==> src/rtl/pd_pkg.sv <==
// Shared types and helpers for the priority decoder pipeline: widths, skid state
// encoding, the encoded token layout and the one-hot decode function.
package pd_pkg;
  localparam int PD_IDX_W = 2;
  localparam int N        = 2**PD_IDX_W;

  // Encoding doubles as the handshake flags: bit1 = out_valid, bit0 = in_ready.
  typedef enum logic [1:0] {
    EMPTY = 2'b01,
    ONE   = 2'b11,
    FULL  = 2'b10
  } skid_state_e;

  typedef struct packed {
    logic [PD_IDX_W-1:0] idx;
    logic                zero;
  } token_t;

  // A zero token never looks at idx, so unknown index bits cannot leak through.
  function automatic logic [N-1:0] decode_onehot(input logic [PD_IDX_W-1:0] idx,
                                                 input logic zero);
    logic [N-1:0] v;
    v = '0;
    if (!zero) v[idx] = 1'b1;
    return v;
  endfunction
endpackage

==> src/rtl/pd_skid_buffer.sv <==
// Generic 2-entry valid/ready buffer. Handshake: a word moves when valid & ready
// are both high at a rising edge; ready and valid come straight from state flops.
module pd_skid_buffer
  import pd_pkg::*;
#(
  parameter int W = 4
) (
  input  logic             clk,
  input  logic             rst,
  input  logic             in_valid,
  input  logic [W-1:0]     in_data,
  input  logic             out_ready,
  output logic [W-1:0]     out_data,
  output skid_state_e      state
);
  skid_state_e  state_q, state_d;
  logic [W-1:0] main_q, main_d;
  logic [W-1:0] skid_q, skid_d;
  logic         in_xfer, out_xfer;

  assign in_xfer  = in_valid & state_q[0];
  assign out_xfer = out_ready & state_q[1];

  always_comb begin
    state_d = state_q;
    main_d  = main_q;
    skid_d  = skid_q;
    case (state_q)
      EMPTY: begin
        if (in_xfer) begin
          state_d = ONE;
          main_d  = in_data;
        end
      end
      ONE: begin
        if (in_xfer && out_xfer) begin
          main_d = in_data;
        end else if (in_xfer) begin
          state_d = FULL;
          skid_d  = in_data;
        end else if (out_xfer) begin
          state_d = EMPTY;
        end
      end
      FULL: begin
        if (out_xfer) begin
          state_d = ONE;
          main_d  = skid_q;
        end
      end
      default: state_d = EMPTY;
    endcase
  end

  always_ff @(posedge clk or posedge rst) begin
    if (rst) begin
      state_q <= EMPTY;
      main_q  <= '0;
      skid_q  <= '0;
    end else begin
      state_q <= state_d;
      main_q  <= main_d;
      skid_q  <= skid_d;
    end
  end

  assign out_data = main_q;
  assign state    = state_q;
endmodule

==> src/rtl/priority_decoder_pipe.sv <==
// Registered decoder from {index, zero} tokens back to one-hot request vectors,
// with a sticky mask of decoded lines and a saturating zero-token counter.
module priority_decoder_pipe
  import pd_pkg::*;
#(
  parameter int IDX_W = PD_IDX_W,
  parameter int CNT_W = 8
) (
  input  logic             clk,
  input  logic             rst,
  input  logic             in_valid,
  output logic             in_ready,
  input  logic [IDX_W-1:0] in_idx,
  input  logic             in_zero,
  output logic             out_valid,
  input  logic             out_ready,
  output logic [N-1:0]     out_onehot,
  input  logic             clear_mask,
  output logic [N-1:0]     seen_mask,
  output logic [CNT_W-1:0] zero_count
);
  localparam logic [CNT_W-1:0] ZC_MAX = '1;

  token_t      tok;
  logic [N-1:0] decoded;
  skid_state_e skid_state;
  logic        in_xfer, out_xfer;

  assign tok     = '{idx: in_idx, zero: in_zero};
  assign decoded = decode_onehot(tok.idx, tok.zero);

  pd_skid_buffer #(.W(N)) u_skid (
    .clk       (clk),
    .rst       (rst),
    .in_valid  (in_valid),
    .in_data   (decoded),
    .out_ready (out_ready),
    .out_data  (out_onehot),
    .state     (skid_state)
  );

  assign in_ready  = skid_state[0];
  assign out_valid = skid_state[1];
  assign in_xfer   = in_valid & in_ready;
  assign out_xfer  = out_valid & out_ready;

  // Clear takes effect before the set, so a colliding transfer survives the clear.
  always_ff @(posedge clk or posedge rst) begin
    if (rst) begin
      seen_mask <= '0;
    end else if (clear_mask) begin
      seen_mask <= out_xfer ? out_onehot : '0;
    end else if (out_xfer) begin
      seen_mask <= seen_mask | out_onehot;
    end
  end

  always_ff @(posedge clk or posedge rst) begin
    if (rst) begin
      zero_count <= '0;
    end else if (in_xfer && tok.zero && (zero_count != ZC_MAX)) begin
      zero_count <= zero_count + 1'b1;
    end
  end
endmodule

==> config.mk <==
export PLATFORM = sky130hd
export DESIGN_NAME = priority_decoder_pipe
export DESIGN_NICKNAME = d
export VERILOG_FILES = /design/src/rtl/pd_pkg.sv /design/src/rtl/pd_skid_buffer.sv /design/src/rtl/priority_decoder_pipe.sv
export SDC_FILE = /design/constraint.sdc
export NUM_CORES = 1
export LEC_CHECK = 0
export CAP_MARGIN = 30
export CORE_MARGIN = 1
export CORE_UTILIZATION = 45
export CTS_CLUSTER_DIAMETER = 100
export DETAILED_ROUTE_END_ITERATION = 10
export HOLD_SLACK_MARGIN = 0.1
export PLACE_DENSITY_LB_ADDON = 0.05
export SYNTH_ARGS = -nofsm -noshare
export SYNTH_HDL_FRONTEND = slang
export SYNTH_SLANG_ARGS = --single-unit
==> constraint.sdc <==
create_clock -name clk -period 2.1 [get_ports clk]
set_clock_uncertainty 0.05 [all_clocks]
set_input_delay 0.42 -clock clk [delete_from_list [all_inputs] [get_ports clk]]
set_output_delay 0.42 -clock clk [all_outputs]
set_load 0.01 [all_outputs]
### After elaboration in Yosys (flattened, before gate mapping)

Index checks and enable logic that the tools add are counted.

* register bits after elaboration: 22
* input bits: 8
* output and inout port bits: 18
* word-level logic and storage cells: 46

* $add $sub $neg: 1
* order comparisons: 2
* equal/unequal tests: 9
* multiplexer cells: 16
* bitwise gates (word level): 4
* reductions and logical operators: 9

Operators with widths (number)
* $mux W4: 7
* $pmux W4 S3: 1
* $mux W2: 5
* $add A8 B1 Y8 const B: 1
* $ne A8 B8 Y1 const B: 1
* $reduce_and A4 Y1: 2
* $ne A2 B2 Y1 const B: 3
* $pmux W2 S3: 1
* $eq A2 B2 Y1 const B: 2
* $logic_and A1 B1 Y1: 4
* $or A4 B4 Y4: 1
* $lt A2 B3 Y1 const B: 1
* $ne A3 B3 Y1 const B: 1
* $reduce_and A3 Y1: 1
* $reduce_bool A3 Y1: 1
* $and A1 B1 Y1: 2
* $demux W1 S2: 1
* $eq A2 B1 Y1 const B: 1
* $ge A2 B1 Y1 const B: 1
* $ne A2 B1 Y1 const B: 1
* $reduce_bool A2 Y1: 1
* $mux W1: 1
* $not A1 Y1: 1

### Logic depth before layout (Yosys ltp)

* depth in word-level cells: 7
* gate-level depth with buffers: 6
* gate-level depth less buffers: 6

### By module

A second synthesis with hierarchy kept.

* cell total of the unflattened synthesis: 104
* area, all modules: 1211.2 µm²

By module, submodules not included
* priority_decoder_pipe: times used 1, cells each 60, area an instance 639.4 µm², sequential area each 300.3 µm²
* pd_skid_buffer: times used 1, cells each 44, area an instance 571.8 µm², sequential area each 251.5 µm²

### Worst setup path after synthesis

OpenSTA, ideal clock, no wires.

* kind: register -> register
* start: register u_skid.state_q[0], in the netlist u_skid.state[0]
* end: register u_skid.main_q[0], in the netlist u_skid.out_data[0]
* library setup time: 0.125 ns
* data arrival time: 1.944 ns
* required time: 1.925 ns
* setup slack: -0.019 ns
* cell stages (with the launch flop): 7
* path buffers: 1
* period minus slack after synthesis: 2.119 ns
* cells stage by stage: dfstp_2 -> inv_1 -> ha_1 -> clkbuf_1 -> a22o_1 -> nor3_4 -> mux2_2

* word-level cells in the longest chain between the ends: 4
* elaborated cells on any way between the ends: 11
* classes of those cells: 6 x eq/ne; 1 x mux; 1 x bitwise; 3 x reduce/logical

Ends and longest elaborated chain
* from (decl): line pd_skid_buffer.sv:16 `skid_state_e state_q, state_d;`
* from (signal assigned): line pd_skid_buffer.sv:61 `state_q <= state_d;`
* $and A1 B1 Y1: line pd_skid_buffer.sv:21 `assign in_xfer = in_valid & state_q[0];`
* $logic_and A1 B1 Y1: line pd_skid_buffer.sv:36 `if (in_xfer && out_xfer) begin`
* $ne A2 B1 Y1 (no line)
* $reduce_and A4 Y1 (no line)
* to (signal assigned): line pd_skid_buffer.sv:62 `main_q <= main_d;`
* to (decl): line pd_skid_buffer.sv:17 `logic [W-1:0] main_q, main_d;`

Several ways; a longest one is shown, not always the timed one.
A chain may end at the register's enable or synchronous reset.

### Final worst setup path

* start: register u_skid.state_q[0], in the netlist u_skid.state[0]
* end: register u_skid.state_q[0], in the netlist u_skid.state[0]

* word-level cells in the longest chain between the ends: 4
* elaborated cells on any way between the ends: 13
* classes of those cells: 7 x eq/ne; 3 x mux; 1 x bitwise; 2 x reduce/logical

Ends and longest elaborated chain (line)
* $and A1 B1 Y1: pd_skid_buffer.sv:21
* $mux W2 or $logic_and A1 B1 Y1 (tied branches): pd_skid_buffer.sv:38, pd_skid_buffer.sv:36
* $mux W2 or $ne A2 B2 Y1 (tied branches)
* $pmux W2 S3 or $reduce_and A4 Y1 (tied branches)

Several ways; a longest one is shown, not always the timed one. The select of a mux whose other input is x is not followed.

==> out/metrics.cfg <==
[status]
outcome=finished, final reports clean

[floorplanning]
core_area_um2=2522
start_util_pct=48.36
std_cell_rows=18
die_h_um=54.07
die-area_um2=2923
die_w_um=54.07
io_pins=26

[yosys]
ys_types=36
ys_warn_count=0
synth_edf_count=0
synth_area_per_cell_um2=9.918
ys_seq_area_share_pct=45.23
ys_async_sr_fraction_pct=100.0
synthCells=123
synthesis.area_um2=1220
ys_ff_latch=22
synthFlopType=dfrtp_1
synthesis.nets=138

[critical_path]
arrival_ps=2230
start_kind=register
crit_path_cell_trace=inv_1 -> buf_4 -> ha_1 -> nor2_1 -> a21boi_0 -> a32oi_1 -> o22a_1
required_ps=2300
path_class=register to register
cpPeakStageDelay_ps=660
worst_setup_path_end_kind=register
cp_slowest_cell=dfstp_2
worstPathMaxFanout=10

[layout]
n_antenna_cell=0
area_growth_pct=32.82
nets=176
finish.instance_area_um2=1620
fin_cells=190
drive_gt1_share_pct=16.88

[route]
drt-initial-drc-count=35
drt-pass1-iter-count=4
routed_wl_um=2602
viasPerCell=5.474
wl_per_cell_um=13.69
vias=1040
ant_nets=0
drc=0

[sta]
period_needed_ps=2036
grt_setup_unrepaired=false
max_slew_margin_pct=73.19
hold_viol=0
tns_ps=0
finalCritPeriodShare_pct=96.97
fmax_mhz=491.1
worstMarginPinSlew_ps=401.7
finalSetupViolCount=0
maxSlewViolCount=0

[clock_network]
cts_sinks=22
post_cts_buffers=0
hold_buffers=0
cts_resized=0
cts_max_level=1
clockBufferDepth=2
clkLatencyLatePin_ps=310
cts-root-buf=clkbuf_4
clk_pin_slew_worst_paths_ps=130
numCtsBuffers=3
cts_tree=yes

[placed_design]
post-dp-hpwl_um=1992
dp.cells=186
routabilityCongestion=0.7699
port_buffers=25
post_dp_cell_area_um2=1568

[global_routing]
antenna_found_initial=0
grt_pass1_vias=892
globalRouteTotalUtil_pct=19.92
grt_overflow=0
grt_pass1_wl_um=4057
grt_max_degree=14

[job]
drv_cap=0

[power_and_ir_drop]
leakage_nw=0.7228
clkPwrFrac_pct=15.9
p_int_mw=1.293
power.net_switching_mw=0.7511
fin_total_pwr_mw=2.044
ir_drop_v=0.0007316
power_frac_seq_pct=34.9
combPwrFrac_pct=49.2
power_density_nw_per_um2=1261
p_sw_share_pct=36.75

[min_path]
worstHoldPathType=input port to async pin

per-layer routing:
metal	up-vias	part of all wire, %	track usage [%]
li1	509	-	-
met1	493	47	27.48
met2	36	48	29.63
met3	2	4.9	5.650
met4	0	0.58	6.838
met5	-	0	0
cell type report:
type                            instances  area [µm²]
Timing Repair Buffer                   35       325.3
Multi-Input combinational cell         90       619.3
Sequential cell                        22       551.8
Inverter                                9       33.78
Fill cell                             214       902.1
Clock inverter                          1       30.03
Clock buffer                            3       22.52
Tap cell                               30       37.54
sequential cells by signal (all words and copies together) (netlist names):
name	count
u_skid.state	2
u_skid.out_data	4
zero_count	8
seen_mask	4
u_skid.skid_q	4
stage by stage:
| step | setup WS, ps | utilization (%) | hold slack, ps |
|---|---|---|---|
| 2_1_floorplan | 31.48 | - | 358.5 |
| 3_3_place_gp | -12.91 | 62.15 | 407.2 |
| 3_5_place_dp | -25.73 | 62.15 | 425.3 |
| 4_1_cts | 79.41 | 64.24 | 332.2 |
| 5_1_grt | 31.83 | 64.24 | 337.4 |
| 6_report | 63.67 | 64.24 | 322.6 |
power groups by stage:
| stage | Combinational, mW | Clock [mW] | Sequential, mW |
|---|---|---|---|
| after detailed placement | 0.997 | 0 | 0.722 |
| after global placement | 0.970 | 0 | 0.714 |
| final | 1.01 | 0.325 | 0.712 |
| after global routing | 1.11 | 0.354 | 0.733 |
| after CTS | 1.00 | 0.334 | 0.713 |
| after floorplan | 0.571 | 0 | 0.741 |
Yosys cell counts (all sizes together), types with 2 or more instances:
cell    n  area (µm²)
a21oi   5       25.02
ha      7       87.58
and3    2       12.51
o21a    2       15.01
o21ai  11       55.05
nor2    8       30.03
a22o    2       17.52
nand2  19       73.82
o41ai   2       25.03
mux2    9       105.1
a31oi   2       12.51
nor3    3       26.28
xor2    2       17.52
nand3   3       15.01
inv     9       33.78
dfrtp  21       525.5
layout by cell type (no fill, tap or decap), types with 2 or more instances in the layout:
cell type,instances
clkdlybuf4s50_1,25
dfrtp_1,21
nand2_1,18
o21ai_0,11
buf_4,10
inv_1,9
nor2_1,8
mux2_2,8
ha_1,7
a21oi_1,5
nand3_1,3
clkbuf_4,3
a31oi_1,2
a22o_1,2
nor3_1,2
o21a_1,2
and3_1,2
xor2_1,2
path summary, 6_finish.rpt:
check | start | to | slack, ps | depth (start not counted)
worst max-delay path | u_skid.state[0] | u_skid.state[0] | 60 | 7
worst min-delay path | rst | zero_count[6] | 320 | 2
worst max register to register | u_skid.state[0] | u_skid.state[0] | 60 | 7
worst min register to register | u_skid.skid_q[3] | u_skid.skid_q[3] | 450 | 2
max in group asynchronous | rst | u_skid.skid_q[3] | 1220 | 3
min in group clk | u_skid.skid_q[3] | u_skid.skid_q[3] | 450 | 2
logic make-up (layout without fill, tap and decap cells):
kind of cell / Yosys count / in the layout / share of synthesized area, %
xor gates and xnor gates: 3 / 3 / 2.154
AOI/OAI and AO/OA: 30 / 30 / 16.41
muxes: 10 / 10 / 9.436
adders and majority gates: 7 / 7 / 7.179
buffers and inverters: 11 / 48 / 3.999
DFF: 22 / 22 / 45.23
and+or+nand+nor: 40 / 40 / 15.59
critical path: cells and delay by family, from the launching register on:
kind	cells	cell delay, ps
DFF	1	660
adders and majority gates	1	310
buffers and inverters	2	240
and+or+nand+nor	1	140
AOI/OAI and AO/OA	3	580
No activity file was read; power rests on OpenSTA's default activity.
==> patch 1 (same flow settings) <==
Set the package constant `PD_IDX_W` to 3 (it was 2).
--- a/src/rtl/pd_pkg.sv
+++ b/src/rtl/pd_pkg.sv
@@ -3,3 +3,3 @@
 package pd_pkg;
-  localparam int PD_IDX_W = 2;
+  localparam int PD_IDX_W = 3;
   localparam int N        = 2**PD_IDX_W;
Interface: changed (resized in_idx, out_onehot and seen_mask); port bits go from 26 to 35. The function was not compared with the original's and may differ.
==> patch 1 against the unedited design <==
Setup slack improved by 0.023 ns. Global-route usage grew 0.94 points. Hold slack better by 0.13 ns. Total power grew 62%. Critical path depth down 5. Wire length up 43%. Combinational power up 68%. Synthesized cell count is 44% higher. Sequential cell count up 12. Cell count up 43%. Synthesized area increased by 44%. Final area up 42%. Largest cell class is now registers. Largest power group unchanged.
==> patch 1: results (changes against the unedited design) <==
| Metric | Value |
|---|---|
| Status | `completed` |
| GRT Util Overall | `20.9% (+0.94 points)` |
| Top post-synthesis cells by area | `dfrtp_1 47%, mux2_2 5.8%, ha_1 4.3%` |
| Layout Nets | `239 (+36%)` |
| Fill count | `341 (+59%)` |
| Met1 wire length | `1590 um (+31%)` |
| Htree depth | `2 (+1)` |
| Dpl cell area | `2220 um^2 (+41%)` |
| Delay-heaviest family, CP | `buffers and inverters` |
| Vias | `1448 (+39%)` |
| Synth Area in Adders | `4.29% (-2.9 points)` |
| Least-Margin Pin Slew | `0.473 ns (+0.0714 ns)` |
| Reg2Reg Depth | `6 (-1)` |
| Largest net degree at the start of global routing | `35 (+21)` |
| DP Worst Slack | `0.0395 ns (+0.0653 ns)` |
| Routed len/inst | `13.7 um (+0.15%)` |
| Synth Area in Compound Gates | `14.9% (-1.6 points)` |
| Top layer in use | `met4` |
| First-pass GRT wire length | `6620 um (+63%)` |
| Skew-Pair Late Insertion Delay | `0.28 ns (-0.03 ns)` |
| CTS Buf Count | `5 (+2)` |
| Post-synthesis mux area share | `8.64% (-0.79 points)` |
| Metal2 WL | `1950 um (+57%)` |
| Hpwl dp | `2810 um (+41%)` |
| Layout cell share with drive strength beyond 1 | `14.8% (-2.1 points)` |
| Pint | `2.10 mW (+63%)` |
| Buffers on Ports | `34 (+36%)` |
| Share of synthesized area occupied by flip-flops and latches | `48.6% (+3.4 points)` |
| Static leakage | `1.03 nW (+42%)` |
| Number of global-route vias before repair | `1506 (+69%)` |
| Worst VDD drop | `625 uV (-15%)` |
| Slowest CP cell | `clkdlybuf4s50_1` |
| WL met3 | `156 um (+22%)` |
| Root Buffer Master | `clkbuf_8` |
| Syn avg cell area | `9.90 um^2 (-0.22%)` |
| Worst Path Max Fanout | `13 (+3)` |
| Distinct cell type count after synthesis | `37 (+2.8%)` |
| Crit path DAT | `1.54 ns (-0.69 ns)` |
| Clk slew on worst S/H paths | `0.07 ns (-0.06 ns)` |
| Final wirelength | `3720 um (+43%)` |
| Placed Instances | `265 (+42%)` |
| CP peak stage delay | `0.55 ns (-0.11 ns)` |
| GPL Wtd Cong | `0.874 (+13%)` |
| HP Class | `flop to flop` |
| Syn Nets | `192 (+39%)` |
| Synth top cells by count | `33 x dfrtp_1, 18 x nor2_1, 15 x nand2_1` |
[patch 1: power groups by stage]
stage / clock, mW / combinational (mW) / sequential, mW
2_1_floorplan: 0 / 0.903 / 1.22
3_3_place_gp: 0 / 1.67 / 1.14
3_5_place_dp: 0 / 1.72 / 1.15
4_1_cts: 0.486 / 1.73 / 1.14
5_1_grt: 0.520 / 1.91 / 1.18
6_report: 0.476 / 1.70 / 1.14
[patch 1: worst paths after layout]
kind                                   from          endpoint  slack [ns]
min reg2reg                u_skid.skid_q[5]  u_skid.skid_q[5]        0.46
min                        u_skid.skid_q[5]  u_skid.skid_q[5]        0.46
max in group asynchronous               rst   u_skid.state[0]        1.17
min in group asynchronous               rst     zero_count[7]        0.50
max reg2reg                 u_skid.state[0]   u_skid.state[1]        0.24
max                         u_skid.state[0]          in_ready        0.09
[patch 1: area by class of cell]
type                       instances  area share, %
sequential                        34           37.1
multi-input combinational        123           35.2
timing repair buffer              46           19.3
clock buffer                       6           3.59
tap                               48           2.61
inverter                          14           2.29
[patch 1: metrics by stage]
| step | utilization, % | power (mW) | hold WS, ns |
|---|---|---|---|
| 2_1_floorplan | - | 2.12 | 0.430 |
| 3_3_place_gp | 60.1 | 2.81 | 0.440 |
| 3_5_place_dp | 60.1 | 2.88 | 0.446 |
| 4_1_cts | 62.3 | 3.36 | 0.460 |
| 5_1_grt | 62.3 | 3.61 | 0.489 |
| 6_report | 62.3 | 3.32 | 0.455 |
[patch 1: per-layer routing]
metal  vias to the layer above  track usage, %
met2                        34            37.4
met1                       707            24.5
li1                        705               -
met5                         -               0
met4                         0            5.28
met3                         2            5.36
==> patch 2 (same settings) <==
Without the edit above. Put one more register stage on the output `zero_count`, with the module's reset. The value now appears one clock later. The other outputs are not delayed to match.
--- a/src/rtl/priority_decoder_pipe.sv
+++ b/src/rtl/priority_decoder_pipe.sv
@@ -22,2 +22,4 @@
   localparam logic [CNT_W-1:0] ZC_MAX = '1;
+
+  logic [CNT_W-1:0] zero_count_s0;
 
@@ -59,7 +61,15 @@
     if (rst) begin
-      zero_count <= '0;
-    end else if (in_xfer && tok.zero && (zero_count != ZC_MAX)) begin
-      zero_count <= zero_count + 1'b1;
+      zero_count_s0 <= '0;
+    end else if (in_xfer && tok.zero && (zero_count_s0 != ZC_MAX)) begin
+      zero_count_s0 <= zero_count_s0 + 1'b1;
     end
   end
+  always_ff @(posedge clk or posedge rst) begin
+    if (rst) begin
+      zero_count <= '0;
+    end else begin
+      zero_count <= zero_count_s0;
+    end
+  end
+
 endmodule
Formal check against the unedited RTL: not equivalent (Yosys sat finds a counterexample within 4 cycles, from zero or initial values and one cycle with rst high).
==> patch 2 against the unedited design <==
The flow now finishes with violations (design-rule violations). Setup slack better by 0.11 ns. Total power is 22% higher. Synthesized cell count is 5.7% higher. Critical path depth is 6 lower. Synthesized area is 15% higher. Wire length is 10% higher. Final area is 17% higher. Combinational power is 8% higher. Count of clock-buffer cells in the layout is 3 higher. Sequential cell count is 8 higher. Highest routed layer unchanged.
==> patch 2: results (changes against the unedited design) <==
| Metric | Value |
|---|---|
| Status | `finished with violations` |
| Failing checks | `design-rule violations` |
| Synth top cells by count | `29 x dfrtp_1, 20 x nand2_1, 11 x o21ai_0` |
| Largest net degree at the start of global routing | `20 (+6)` |
| Worst VDD drop | `790 uV (+8.0%)` |
| CP peak stage delay | `0.59 ns (-0.07 ns)` |
| Syn Inst Count | `130 (+5.7%)` |
| Placed Instances | `199 (+7.0%)` |
| Fin Hold WS | `0.364 ns (+0.0411 ns)` |
| DP Worst Slack | `-0.00607 ns (+0.0197 ns)` |
| First-pass GRT wire length | `5040 um (+24%)` |
| Distinct cell type count after synthesis | `33 (-8.3%)` |
| Static leakage | `0.858 nW (+19%)` |
| Clk slew on worst S/H paths | `0.10 ns (-0.03 ns)` |
| DRT Pass-1 Iters | `6 (+2)` |
| DRC Markers | `3 (+3)` |
| Fill count | `232 (+8.4%)` |
| Hpwl dp | `2120 um (+6.3%)` |
| Syn Nets | `145 (+5.1%)` |
| FF-to-FF End | `u_skid.out_data[1]` |
| Worst Path Max Fanout | `6 (-4)` |
| Dpl cell area | `1800 um^2 (+15%)` |
| Layout Nets | `191 (+8.5%)` |
| CTS Buf Count | `5 (+2)` |
| Vias | `1090 (+4.8%)` |
| GPL Wtd Cong | `0.871 (+13%)` |
| Final wirelength | `2870 um (+10%)` |
| Top post-synthesis cells by area | `dfrtp_1 52%, mux2_2 7.2%, ha_1 6.3%` |
| Reg2Reg Depth | `5 (-2)` |
| Worst slew margin | `64.9% (-8.3 points)` |
| Via-to-Cell Ratio | `5.27 (-3.8%)` |
| Layout cell share with drive strength beyond 1 | `21.0% (+4.1 points)` |
| Skew-Pair Late Insertion Delay | `0.33 ns (+0.02 ns)` |
[patch 2: where the power goes]
part           internal, mW  switching, mW  total, mW
registers             0.773          0.153      0.926
logic                 0.594          0.497       1.09
clock network         0.277          0.196      0.473
total                  1.64          0.846       2.49
[patch 2: repair_timing]
| action | 4_1_cts | 5_1_grt |
|---|---|---|
| endpoints found under the setup margin | 0 | 1 |
| hold buffers | 0 | 0 |
| buffers inserted | 0 | 1 |
[patch 2: routing by layer]
| metal | part of all wire, % | up-vias | track usage [%] |
|---|---|---|---|
| met5 | 0 | - | 0 |
| met4 | 2.3 | 0 | 9.52 |
| met3 | 3.8 | 7 | 6.03 |
| met2 | 51 | 19 | 33.9 |
| met1 | 43 | 519 | 25.0 |
| li1 | - | 545 | - |
[patch 2: cells by family after synthesis]
logic type	after synthesis	share of synthesized area (%)
fa+ha+maj	7	6.26
mux	10	7.96
compound gates	29	13.3
simple gates	43	14.7
flops	30	53.8
xor+xnor	3	1.88
buf+inv	8	2.15
[patch 2: area by class of cell]
class                           instances  area (um^2)  area share, %
Tap cell                               31         38.8           2.05
Timing Repair Buffer                   40          373           19.7
Clock inverter                          1         30.0           1.59
Multi-Input combinational cell         92          617           32.7
Inverter                                7         26.3           1.39
Clock buffer                            6         51.3           2.72
Sequential cell                        30          752           39.8
[patch 2: how the worst max path moves through the flow]
stage,startpoint,endpoint,slack (ns)
floorplan,u_skid.state[0],u_skid.out_data[0],0.03
global placement,in_valid,u_skid.out_data[1],0.003
detailed placement,in_valid,u_skid.out_data[3],-0.006
CTS,u_skid.state[0],in_ready,0.08
global route,u_skid.state[0],u_skid.state[0],0.08
finish,u_skid.state[0],in_ready,0.17
